--- config.mk ---
export PLATFORM = sky130hd
export DESIGN_NAME = regfile_write_arbiter_flat
export DESIGN_NICKNAME = d
export VERILOG_FILES = /design/src/rtl/regfile_write_arbiter_if.sv /design/src/rtl/regfile_write_arbiter.sv /design/src/flat_wrapper.sv
export SDC_FILE = /design/constraint.sdc
export NUM_CORES = 1
export LEC_CHECK = 0
export ABC_AREA = 1
export CAP_MARGIN = 30
export CORE_MARGIN = 1.5
export CORE_UTILIZATION = 43
export CTS_BUF_LIST = sky130_fd_sc_hd__clkbuf_4 sky130_fd_sc_hd__clkbuf_8 sky130_fd_sc_hd__clkbuf_16
export CTS_CLUSTER_DIAMETER = 40
export DETAILED_ROUTE_END_ITERATION = 16
export HOLD_SLACK_MARGIN = 0.05
export PLACE_DENSITY = 0.92
export SLEW_MARGIN = 15
export SYNTH_ARGS = -nofsm -noshare
export SYNTH_HDL_FRONTEND = slang
export SYNTH_SLANG_ARGS = --single-unit
--- constraint.sdc ---
create_clock -name clk -period 4.2 [get_ports clk]
set_clock_uncertainty 0.2 [all_clocks]
set_input_delay 0.84 -clock clk [delete_from_list [all_inputs] [get_ports clk]]
set_output_delay 0.84 -clock clk [all_outputs]
set_load 0.03 [all_outputs]
--- src/rtl/regfile_write_arbiter_if.sv ---
// ---------------------------------------------------------------------------
// regfile_write_arbiter_if
//   Bundles the two requester handshakes (Req/Addr/Data in, Gnt out) and the
//   register-file write-port outputs of regfile_write_arbiter.
//   master : the requester side (drives Req*/Addr*/Data*, observes the rest)
//   slave  : the arbiter side
//   Signals:
//     ReqA/AddrA/DataA, ReqB/AddrB/DataB   requests, held until the matching Gnt
//     GntA/GntB                            one-cycle grant pulses
//     Write_Enable/Write_Register/Write_Data  register file write port
//     Busy                                 a write slot is being issued
//     Drop_Count                           saturating count of suppressed R0 writes
// ---------------------------------------------------------------------------
interface regfile_write_arbiter_if #(
    parameter int WORD_LENGTH = 32,
    parameter int NBITS       = 5,
    parameter int CNT_WIDTH   = 8
);
    logic                   ReqA;
    logic [NBITS-1:0]       AddrA;
    logic [WORD_LENGTH-1:0] DataA;
    logic                   GntA;
    logic                   ReqB;
    logic [NBITS-1:0]       AddrB;
    logic [WORD_LENGTH-1:0] DataB;
    logic                   GntB;
    logic                   Write_Enable;
    logic [NBITS-1:0]       Write_Register;
    logic [WORD_LENGTH-1:0] Write_Data;
    logic                   Busy;
    logic [CNT_WIDTH-1:0]   Drop_Count;

    modport master (
        output ReqA, AddrA, DataA, ReqB, AddrB, DataB,
        input  GntA, GntB, Write_Enable, Write_Register, Write_Data, Busy, Drop_Count
    );

    modport slave (
        input  ReqA, AddrA, DataA, ReqB, AddrB, DataB,
        output GntA, GntB, Write_Enable, Write_Register, Write_Data, Busy, Drop_Count
    );
endinterface

--- src/rtl/regfile_write_arbiter.sv ---
// ---------------------------------------------------------------------------
// regfile_write_arbiter
//   Shares the register file's single write port between requesters A and B
//   with round-robin arbitration and a registered req/gnt handshake. A request
//   sampled at one edge produces Gnt plus the write-port values in the next
//   cycle. With PROTECT_R0 set, writes to register 0 are granted but the write
//   strobe is withheld and Drop_Count (saturating) is incremented.
//   Ports:
//     clk    rising-edge clock
//     reset  asynchronous, active-high reset
//     bus    regfile_write_arbiter_if.slave (requests in, grants/write port out)
// ---------------------------------------------------------------------------
module regfile_write_arbiter #(
    parameter int WORD_LENGTH = 32,
    parameter int NBITS       = 5,
    parameter int PROTECT_R0  = 1,
    parameter int CNT_WIDTH   = 8
) (
    input  logic                     clk,
    input  logic                     reset,
    regfile_write_arbiter_if.slave   bus
);

    typedef enum logic {
        ST_IDLE  = 1'b0,
        ST_WRITE = 1'b1
    } state_t;

    state_t                 state_q;
    logic                   prio_b_q;      // 1: B wins a tie, 0: A wins a tie
    logic                   gnt_a_q;
    logic                   gnt_b_q;
    logic                   we_q;
    logic [NBITS-1:0]       wreg_q;
    logic [WORD_LENGTH-1:0] wdata_q;
    logic [CNT_WIDTH-1:0]   drop_cnt_q;

    logic                   elig_a_s;
    logic                   elig_b_s;
    logic                   pick_a_s;
    logic                   pick_b_s;
    logic                   any_s;
    logic [NBITS-1:0]       win_addr_s;
    logic [WORD_LENGTH-1:0] win_data_s;
    logic                   suppress_s;
    logic [CNT_WIDTH-1:0]   drop_cnt_d;

    // A requester granted this cycle still shows Req high, so it is masked
    // from the coming arbitration to avoid a double grant of the same write.
    assign elig_a_s = bus.ReqA & ~gnt_a_q;
    assign elig_b_s = bus.ReqB & ~gnt_b_q;
    assign any_s    = elig_a_s | elig_b_s;

    // Round-robin winner selection, R0 suppression and drop counter next value
    always_comb begin
        pick_a_s   = 1'b0;
        pick_b_s   = 1'b0;
        drop_cnt_d = drop_cnt_q;
        if (elig_a_s && elig_b_s) begin
            pick_a_s = ~prio_b_q;
            pick_b_s = prio_b_q;
        end else begin
            pick_a_s = elig_a_s;
            pick_b_s = elig_b_s;
        end
        if (pick_b_s) begin
            win_addr_s = bus.AddrB;
            win_data_s = bus.DataB;
        end else begin
            win_addr_s = bus.AddrA;
            win_data_s = bus.DataA;
        end
        suppress_s = (PROTECT_R0 != 0) && (win_addr_s == {NBITS{1'b0}});
        if (any_s && suppress_s && (drop_cnt_q != {CNT_WIDTH{1'b1}})) begin
            drop_cnt_d = drop_cnt_q + {{(CNT_WIDTH-1){1'b0}}, 1'b1};
        end else begin
            drop_cnt_d = drop_cnt_q;
        end
    end

    // Write-slot FSM with registered grant and write-port outputs
    always_ff @(posedge clk or posedge reset) begin
        if (reset) begin
            state_q    <= ST_IDLE;
            prio_b_q   <= 1'b0;
            gnt_a_q    <= 1'b0;
            gnt_b_q    <= 1'b0;
            we_q       <= 1'b0;
            wreg_q     <= {NBITS{1'b0}};
            wdata_q    <= {WORD_LENGTH{1'b0}};
            drop_cnt_q <= {CNT_WIDTH{1'b0}};
        end else begin
            case (state_q)
                ST_IDLE:  state_q <= any_s ? ST_WRITE : ST_IDLE;
                ST_WRITE: state_q <= any_s ? ST_WRITE : ST_IDLE;
                default:  state_q <= ST_IDLE;
            endcase
            gnt_a_q    <= pick_a_s;
            gnt_b_q    <= pick_b_s;
            drop_cnt_q <= drop_cnt_d;
            if (any_s) begin
                we_q     <= ~suppress_s;
                wreg_q   <= win_addr_s;
                wdata_q  <= win_data_s;
                // Priority moves to whichever requester did not just win
                prio_b_q <= pick_a_s;
            end else begin
                // Idle slot: no strobe, address/data hold their last values
                we_q     <= 1'b0;
                wreg_q   <= wreg_q;
                wdata_q  <= wdata_q;
                prio_b_q <= prio_b_q;
            end
        end
    end

    assign bus.GntA           = gnt_a_q;
    assign bus.GntB           = gnt_b_q;
    assign bus.Write_Enable   = we_q;
    assign bus.Write_Register = wreg_q;
    assign bus.Write_Data     = wdata_q;
    assign bus.Busy           = (state_q == ST_WRITE);
    assign bus.Drop_Count     = drop_cnt_q;

endmodule
--- src/flat_wrapper.sv ---
// flat-port wrapper written by rule: the top's interface ports become plain ports
module regfile_write_arbiter_flat 
#(
    parameter int WORD_LENGTH = 32,
    parameter int NBITS       = 5,
    parameter int PROTECT_R0  = 1,
    parameter int CNT_WIDTH   = 8
)
  (clk, reset, bus_ReqA, bus_AddrA, bus_DataA, bus_ReqB, bus_AddrB, bus_DataB, bus_GntA, bus_GntB, bus_Write_Enable, bus_Write_Register, bus_Write_Data, bus_Busy, bus_Drop_Count);
  regfile_write_arbiter_if #(.WORD_LENGTH(WORD_LENGTH), .NBITS(NBITS), .CNT_WIDTH(CNT_WIDTH)) bus_i ();
  input  logic clk;
  input  logic reset;
  input wire logic [$bits(bus_i.ReqA)-1:0] bus_ReqA;
  input wire logic [$bits(bus_i.AddrA)-1:0] bus_AddrA;
  input wire logic [$bits(bus_i.DataA)-1:0] bus_DataA;
  input wire logic [$bits(bus_i.ReqB)-1:0] bus_ReqB;
  input wire logic [$bits(bus_i.AddrB)-1:0] bus_AddrB;
  input wire logic [$bits(bus_i.DataB)-1:0] bus_DataB;
  output wire logic [$bits(bus_i.GntA)-1:0] bus_GntA;
  output wire logic [$bits(bus_i.GntB)-1:0] bus_GntB;
  output wire logic [$bits(bus_i.Write_Enable)-1:0] bus_Write_Enable;
  output wire logic [$bits(bus_i.Write_Register)-1:0] bus_Write_Register;
  output wire logic [$bits(bus_i.Write_Data)-1:0] bus_Write_Data;
  output wire logic [$bits(bus_i.Busy)-1:0] bus_Busy;
  output wire logic [$bits(bus_i.Drop_Count)-1:0] bus_Drop_Count;
  assign bus_i.ReqA = bus_ReqA;
  assign bus_i.AddrA = bus_AddrA;
  assign bus_i.DataA = bus_DataA;
  assign bus_i.ReqB = bus_ReqB;
  assign bus_i.AddrB = bus_AddrB;
  assign bus_i.DataB = bus_DataB;
  assign bus_GntA = bus_i.GntA;
  assign bus_GntB = bus_i.GntB;
  assign bus_Write_Enable = bus_i.Write_Enable;
  assign bus_Write_Register = bus_i.Write_Register;
  assign bus_Write_Data = bus_i.Write_Data;
  assign bus_Busy = bus_i.Busy;
  assign bus_Drop_Count = bus_i.Drop_Count;
  regfile_write_arbiter #(.WORD_LENGTH(WORD_LENGTH), .NBITS(NBITS), .PROTECT_R0(PROTECT_R0), .CNT_WIDTH(CNT_WIDTH)) u_core (.clk(clk), .reset(reset), .bus(bus_i));
endmodule
**Yosys cells after proc, flatten, opt, wreduce, memory -nomap -nowiden**

Cells that the tools add are included.

- Add/sub/neg operators: 1
- Equality and inequality tests: 1
- Mux-type cells: 6
- Bitwise gates (word level): 7
- Reduce and logical (&&, ||, !) cells: 4

Operator list:

| operator | count |
|---|---|
| two-way mux 32 bit | 1 |
| adder 8 x 1 -> 8 bit, second input constant | 1 |
| inequality test 8 bit, second input constant | 1 |
| zero test 5 bit | 1 |
| two-way mux 5 bit | 1 |
| two-way mux 1 bit | 4 |
| inverter 1 bit | 4 |
| logical AND 1 bit | 3 |
| bitwise AND 1 bit | 2 |
| OR 1 bit | 1 |

- Register bits: 50
- Output and inout bits: 49

**Longest topological paths before layout**

Gate-level depths: netlist (run 1).

- Depth in word-level cells: 8
- Gate-level depth with buffers: 11
- Depth with buffers taken out: 10

**Worst setup path before layout (run 1)**

Ideal clock, no wire load.

- Path type: input to register
- From: input port bus_ReqB
- To: register u_core.drop_cnt_q[3], in the netlist u_core.bus.Drop_Count[3]
- Setup time: 118 ps
- Data arrival time: 1770 ps
- Setup slack: 2112 ps
- Stages: 10
- Path buffers: 1
- Cells stage by stage: inv_1 nor2_4 nand2_4 buf_12 nand2_4 nand2_2 nor2_8 nand3_4 nand2_1 nand2_1

- Word-level cells in the longest chain between the ends: 7

Ends and longest elaborated chain:

| item | RTL line | RTL |
|---|---|---|
| start, declared | flat_wrapper.sv:16 | `input wire logic [$bits(bus_i.ReqB)-1:0] bus_ReqB;` |
| bitwise AND 1 bit (*) | regfile_write_arbiter.sv:51 | `assign elig_b_s = bus.ReqB & ~gnt_b_q;` |
| logical AND 1 bit | regfile_write_arbiter.sv:59 | `if (elig_a_s && elig_b_s) begin` |
| two-way mux 1 bit | regfile_write_arbiter.sv:59 |  |
| two-way mux 5 bit | regfile_write_arbiter.sv:66 | `if (pick_b_s) begin` |
| zero test 5 bit | regfile_write_arbiter.sv:73 | `suppress_s = (PROTECT_R0 != 0) && (win_addr_s == {NBITS{1'b0}});` |
| logical AND 1 bit (*) (2 in series) | regfile_write_arbiter.sv:74 | `if (any_s && suppress_s && (drop_cnt_q != {CNT_WIDTH{1'b1}})) begin` |
| end signal, assigned | regfile_write_arbiter.sv:91 | `drop_cnt_q <= {CNT_WIDTH{1'b0}};` |
| end signal, assigned | regfile_write_arbiter.sv:100 | `drop_cnt_q <= drop_cnt_d;` |
| end, declared | regfile_write_arbiter.sv:36 | `logic [CNT_WIDTH-1:0] drop_cnt_q;` |

Every way passes the cells marked *; elsewhere a longest branch is shown, timed or not.
A chain may end at the register's enable or synchronous reset.

**Worst setup path in the final report (run 1)**

- From: input port bus_ReqA
- To: register u_core.drop_cnt_q[0], in the netlist u_core.bus.Drop_Count[0]

- Word-level cells in the longest chain between the ends: 7

Ends and longest elaborated chain:

| item | RTL line | RTL |
|---|---|---|
| start, declared | flat_wrapper.sv:13 | `input wire logic [$bits(bus_i.ReqA)-1:0] bus_ReqA;` |
| bitwise AND 1 bit (*) | regfile_write_arbiter.sv:50 | `assign elig_a_s = bus.ReqA & ~gnt_a_q;` |
| logical AND 1 bit | regfile_write_arbiter.sv:59 |  |
| two-way mux 1 bit | regfile_write_arbiter.sv:59 |  |
| two-way mux 5 bit | regfile_write_arbiter.sv:66 |  |
| zero test 5 bit | regfile_write_arbiter.sv:73 |  |
| logical AND 1 bit (*) (2 in series) | regfile_write_arbiter.sv:74 |  |

Marked as above.

==> metrics.csv, run 1 <==
stage,metric,value,unit
route,initialDrtViolationCount,140,
cts,path_clk_slew,0.09,ns
sta,maxSlewHeadroom,50.2,%
place,dp_hpwl,4780,um
sta,whs,0.285,ns
sta,fin_tns_setup,0,ns
layout,nNetsFinal,459,
cts,cts_tree,built,
synthesis,synth_compound_area_share,13.1,%
run,maxCapViolations,0,
route,first_pass_iters,4,
die,coreArea,5470,um^2
sta,worst_pin_slew,0.746,ns
layout,diodes,0,
layout,final_cell_count_no_fill,452,
die,die_w,78.0,um
route,postRouteAntennaNets,0,
place,portBuffers,126,
setup_path,critical_path.startpoint_type,input pin,
synthesis,yosysSeqAreaShare,51.7,%
cts,ctsHoldBuffers,0,
power_and_ir_drop,p_sw_share,37.5,%
die,pin_count,127,
place,dpl_cell_area,3730,um^2
sta,hold_violations,0,
setup_path,cp_max_fo,38,
place,dpl_worst_slack,1.02,ns
layout,layout_commonest_cell,clkdlybuf4s50_1,
power_and_ir_drop,peakVddDrop,0.300,mV
layout,fin_util,70.6,%
die,dieHeight,78.0,um
layout,area_growth,59.6,%
global_routing,grt_pass1_wl,10900,um
place,gp_congestion,0.788,
power_and_ir_drop,fin_total_pwr,1.75,mW
cts,htree_levels,2,
global_routing,grt-ovfl-total,0,
synthesis,synth-simple-area-share,27.1,%
synthesis,synthAdderAreaFrac,0.517,%
die,dieArea,6090,um^2
setup_path,cp.arrival,2.86,ns
status,status,finished clean,
synthesis,avgSynthCellArea,9.38,um^2
synthesis,syn_nets,337,
setup_path,crit_required,4.19,ns
die,start_util,44.2,%
power_and_ir_drop,power_density,454,nW/um^2
cts,clockBufferDepth,2,
power_and_ir_drop,p_switching,0.657,mW
setup_path,worstSetupPathType,in2reg,
cts,numCtsBuffers,5,
cts,cts_setup_buffers,0,
sta,fin_crit_sh,68.3,%
sta,final.setup.worst_slack,1.33,ns
power_and_ir_drop,p_leak,1.76,nW
global_routing,grt_max_degree,43,
synthesis,synth_xor_area_share,1.81,%
sta,min_period,2.87,ns
power_and_ir_drop,intPower,1.10,mW
synthesis,yosysWarnings,0,
setup_path,worst_setup_path_end_kind,flip-flop,
route,totalWireLength,6610,um
cts,cts.sinks,50,
power_and_ir_drop,power_frac_comb,43.1,%
layout,fill_cells,429,
sta,setup-violations-final,0,
global_routing,grt_usage,22.4,%
sta,rsz0062_at_grt,no,
min_path,worstHoldPathType,reg2reg,
layout,fin_area,3860,um^2
route,vias_per_cell,5.04,
sta,report.final.slew_viol_count,0,
global_routing,antenna_found_initial,0,
layout,final_cell_mix,"clkdlybuf4s50_1, nand2_1, dfrtp_1, a32oi_1, inv_1",
synthesis,synth_top_family_by_area,simple AND/OR/NAND/NOR gates,
power_and_ir_drop,clkPwrFrac,19.5,%
synthesis,syn_area,2420,um^2
route,vias,2277,
synthesis,netlist_instances,258,
sta,fmax,349,MHz
cts,clock_latency,0.29,ns
cts,root_buffer,clkbuf_8,
synthesis,synth.distinct_cells,25,
route,wire_per_inst,14.6,um
power_and_ir_drop,seq_power_share,37.4,%
synthesis,synthMuxAreaShare,0,%
die,rows,27,
synthesis,synth_seq_cells,50,
route,route.detailed.drc,0,
layout,drive_gt1_share,8.42,%
cts,cts.repair.resized,0,
place,post-place-cells,444,
global_routing,grt_pass1_vias,2345,
## layer usage
layer / routed length [um] / up-vias / part of all wire [%] / global-route usage [%]
met5: 0 / - / 0 / 0
met4: 53 / 0 / 0.80 / 8.04
met3: 488 / 4 / 7.4 / 4.65
met2: 3440 / 101 / 52 / 38.3
met1: 2630 / 1053 / 40 / 28.1
li1: - / 1119 / - / -
## logic make-up (layout without fill, tap and decap cells)
group / count (synthesis) / count (layout)
DFF: 50 / 50
AOI/OAI and AO/OA: 39 / 39
xor gates and xnor gates: 5 / 5
adders and majority gates: 1 / 1
and+or+nand+nor: 131 / 131
buffers and inverters: 32 / 154
## sequential cells by signal, indices dropped and copies added (netlist names)
signal                     cells
u_core.prio_b_q                1
u_core.bus.Write_Enable        1
u_core.bus.Write_Data         32
u_core.bus.Write_Register      5
u_core.bus.Busy                1
u_core.bus.Drop_Count          8
u_core.bus.GntB                1
u_core.bus.GntA                1
## critical path, stage by stage
cell and delay [ns]:
clkdlybuf4s50_1 0.53, nand3_4 0.13, nand2_4 0.38, inv_2 0.04, buf_4 0.24, nand2_1 0.13
nand2_2 0.09, nor2_8 0.17, nand3_4 0.14, nand2_1 0.09, nand2_1 0.05
## layout make-up
| class | count | area (um^2) | share of cell area (%) |
|---|---|---|---|
| Clock buffer | 6 | 82.6 | 2.14 |
| Clock inverter | 1 | 30.0 | 0.777 |
| Inverter | 18 | 67.6 | 1.75 |
| Multi-Input combinational cell | 176 | 1030 | 26.7 |
| Sequential cell | 50 | 1250 | 32.4 |
| Tap cell | 72 | 90.1 | 2.33 |
| Timing Repair Buffer | 129 | 1310 | 33.9 |
## path summary, 6_finish.rpt
| check | from | to | slack (ns) | depth (start not counted) |
|---|---|---|---|---|
| worst min-delay path | u_core.bus.Write_Data[3] | u_core.bus.Write_Data[3] | 0.29 | 2 |
| max in group asynchronous | reset | u_core.bus.GntA | 2.55 | 3 |
| min in group asynchronous | reset | u_core.bus.Write_Data[13] | 0.72 | 2 |
| worst max register to register | u_core.bus.GntA | u_core.bus.Drop_Count[0] | 1.93 | 11 |
| worst max-delay path | bus_ReqA | u_core.bus.Drop_Count[0] | 1.33 | 11 |
| worst min register to register | u_core.bus.Write_Data[3] | u_core.bus.Write_Data[3] | 0.29 | 2 |
## synthesized netlist by cell type (all sizes together)
library cell	count	share of area, %
a32oi	32	12
nand4	7	1.8
inv	16	2.5
nand3	6	2.3
nand2	105	19
nor2	9	3.1
clkbuf	9	1.4
dfrtp	50	52
xor2	3	1.1
buf	5	1.6
o21ai	6	1.2
nand3b	3	0.93
clkinv	2	0.31
xnor2	2	0.72
ha	1	0.52
a31oi	1	0.26
nor3	1	0.21
## power groups by stage
stage	Combinational [mW]	Clock (mW)	Sequential (mW)
after global placement	0.738	0	0.659
after floorplan	0.221	0	0.862
final	0.756	0.342	0.655
after CTS	0.757	0.348	0.655
after global routing	0.805	0.364	0.669
after detailed placement	0.756	0	0.662
Power figures use the tool's default switching activity.
==> inputs of run 2 (changes only) <==
--- a/config.mk
+++ b/config.mk
@@ -8,12 +8,12 @@
 export ABC_AREA = 1
 export CAP_MARGIN = 30
 export CORE_MARGIN = 1.5
-export CORE_UTILIZATION = 43
+export CORE_UTILIZATION = 39
 export CTS_BUF_LIST = sky130_fd_sc_hd__clkbuf_4 sky130_fd_sc_hd__clkbuf_8 sky130_fd_sc_hd__clkbuf_16
 export CTS_CLUSTER_DIAMETER = 40
 export DETAILED_ROUTE_END_ITERATION = 16
 export HOLD_SLACK_MARGIN = 0.05
-export PLACE_DENSITY = 0.92
+export PLACE_DENSITY = 0.86
 export SLEW_MARGIN = 15
 export SYNTH_ARGS = -nofsm -noshare
 export SYNTH_HDL_FRONTEND = slang
==> constraint.sdc (replaced) <==
create_clock -name clk -period 2.94 [get_ports clk]
set_clock_uncertainty 0.2 [all_clocks]
set_input_delay 0.588 -clock clk [delete_from_list [all_inputs] [get_ports clk]]
set_output_delay 0.588 -clock clk [all_outputs]
set_load 0.03 [all_outputs]
==> run 2 against run 1 <==
Total power grew 39%. Cell area shrank 0.16%. Count of clock-buffer cells in the layout grew 1. Via count grew 3.3%. Register-to-register slack lost 0.79 ns. Routed wire length grew 1.9%. Die area grew 9.9%. Critical path depth shrank 10. Core utilization shrank 5.8 points.
==> metrics.csv, run 2 (same netlist as run 1, synthesis figures left out) <==
stage,metric,value,unit,change
die,pin_count,127,,unchanged
cts,path_clk_slew,0.09,ns,about the same
cts,numCtsBuffers,5,,unchanged
global_routing,grt_max_degree,34,,-21%
layout,area_growth,59.4,%,
route,postRouteAntennaNets,0,,unchanged
layout,drive_gt1_share,9.38,%,+0.95 points
global_routing,antenna_found_initial,0,,unchanged
sta,fmax,448,MHz,
layout,largest_register_ffs,32,,unchanged
global_routing,grt_pass1_wl,11000,um,+1.1%
sta,report.final.slew_viol_count,0,,unchanged
global_routing,grt_use_met3,5.33,%,+0.68 points
route,route.detailed.drc,0,,unchanged
layout,final_cell_count_no_fill,459,,+1.5%
sta,whs,0.282,ns,-0.00322 ns
layout,diodes,0,,unchanged
die,coreArea,5960,um^2,+8.8%
setup_path,path_cells,clkdlybuf4s50_1,,
run,maxCapViolations,0,,unchanged
route,first_pass_iters,4,,unchanged
layout,final_cell_mix,"clkdlybuf4s50_1, nand2_1, dfrtp_1, a32oi_1, inv_1",,
global_routing,grt_busiest_layer,met2,,
place,gp_congestion,0.848,,+7.7%
global_routing,grtUsageMet2,37.5,%,-0.81 points
route,wire_per_inst,14.7,um,+0.31%
place,dp_hpwl,5150,um,+7.8%
layout,multi_input_area,1030,um^2,unchanged
power_and_ir_drop,power_density,634,nW/um^2,+40%
setup_path,critPathMaxStageDelay,0.70,ns,+0.17 ns
sta,fin_crit_sh,76.0,%,
setup_path,worst_path_max_delay_cell,clkdlybuf4s50_1,,
route,vias_per_cell,5.12,,+1.7%
place,portBuffers,126,,unchanged
status,status,finished clean,,
sta,maxSlewHeadroom,63.5,%,+13 points
power_and_ir_drop,p_leak,1.77,nW,+0.18%
global_routing,grt-ovfl-total,0,,unchanged
setup_path,crit_required,2.15,ns,-2.04 ns
sta,rsz0062_at_grt,no,,
setup_path,path_buf_inv,1,,-2
cts,cts.sinks,50,,unchanged
cts,clock_latency,0.29,ns,about the same
layout,nNetsFinal,462,,+0.65%
place,post-place-cells,451,,+1.6%
die,die_w,81.8,um,+4.8%
min_path,worstHoldPathType,reg2reg,,
sta,worst_pin_slew,0.546,ns,-0.199 ns
layout,layout_commonest_cell,clkdlybuf4s50_1,,
global_routing,grt_usage,21.4,%,-0.97 points
cts,clockBufferDepth,2,,unchanged
cts,cts.repair.resized,0,,unchanged
layout,fill_cells,529,,+23%
die,rows,28,,+3.7%
die,dieArea,6690,um^2,+9.9%
layout,register_area,1250,um^2,unchanged
cts,htree_levels,2,,unchanged
route,vias,2352,,+3.3%
setup_path,cp.arrival,1.45,ns,-1.41 ns
sta,setup-violations-final,0,,unchanged
cts,ctsHoldBuffers,0,,unchanged
route,initialDrtViolationCount,109,,-22%
setup_path,worstSetupPathType,reg2out,,
global_routing,grtUsageMet1,26.3,%,-1.8 points
cts,cts_setup_buffers,0,,unchanged
die,dieHeight,81.8,um,+4.8%
setup_path,critical_path.startpoint_type,flip-flop,,
sta,fin_tns_setup,0,ns,unchanged
sta,hold_violations,0,,unchanged
route,totalWireLength,6740,um,+1.9%
setup_path,path_delay_family,buffers and inverters,,
global_routing,grt_pass1_vias,2401,,+2.4%
setup_path,worst_setup_path_end_kind,primary output,,
die,start_util,40.6,%,-3.6 points
cts,cts_tree,built,,
sta,min_period,2.23,ns,
power_and_ir_drop,peakVddDrop,0.362,mV,+21%
setup_path,cp_max_fo,5,,-87%
cts,root_buffer,clkbuf_8,,
==> run 2: changes by cell type in the layout (fill, tap and decap cells not counted) <==
cell	delta
buf_4	+4
buf_8	-1
buf_12	+1
clkbuf_4	+1
bufinv_16	-1
clkinv_2	+1
buf_16	-1
==> run 2: per-stage QoR <==
stage	setup WS [ns]	util (%)	power (mW)	cell area [um^2]
final	0.707	64.7	2.44	3860
after global placement	0.531	63.2	2.02	3760
after CTS	0.698	64.7	2.47	3860
after global routing	0.634	64.7	2.59	3860
after detailed placement	0.439	63.2	2.05	3760
after floorplan	0.951	-	1.55	2420
==> run 2: layer usage <==
metal	vias to the layer above	routed length [um]
met2	85	3400
li1	1129	-
met3	11	446
met1	1127	2810
met4	0	85
met5	-	0
==> run 2: layout make-up <==
type | instances | share of cell area, %
tap | 75 | 2.43
sequential | 50 | 32.4
clock buffer | 7 | 2.34
inverter | 18 | 1.75
clock inverter | 1 | 0.130
timing repair buffer | 132 | 34.2
multi-input combinational | 176 | 26.7
==> run 2: report_power, final <==
group,internal (mW),switching [mW]
combinational,0.459,0.635
clock,0.199,0.215
sequential,0.838,0.0972
total,1.50,0.948
==> run 2: path summary, 6_finish.rpt <==
check | from | end | slack (ns) | depth (start not counted)
worst max-delay path | u_core.bus.Drop_Count[3] | bus_Drop_Count[3] | 0.71 | 1
worst min-delay path | u_core.bus.Write_Data[12] | u_core.bus.Write_Data[12] | 0.28 | 2
worst max register to register | u_core.bus.Drop_Count[0] | u_core.bus.Drop_Count[6] | 1.14 | 9
worst min register to register | u_core.bus.Write_Data[12] | u_core.bus.Write_Data[12] | 0.28 | 2
max in group asynchronous | reset | u_core.bus.Write_Register[1] | 1.56 | 3
min in group asynchronous | reset | u_core.bus.Write_Data[31] | 0.45 | 2
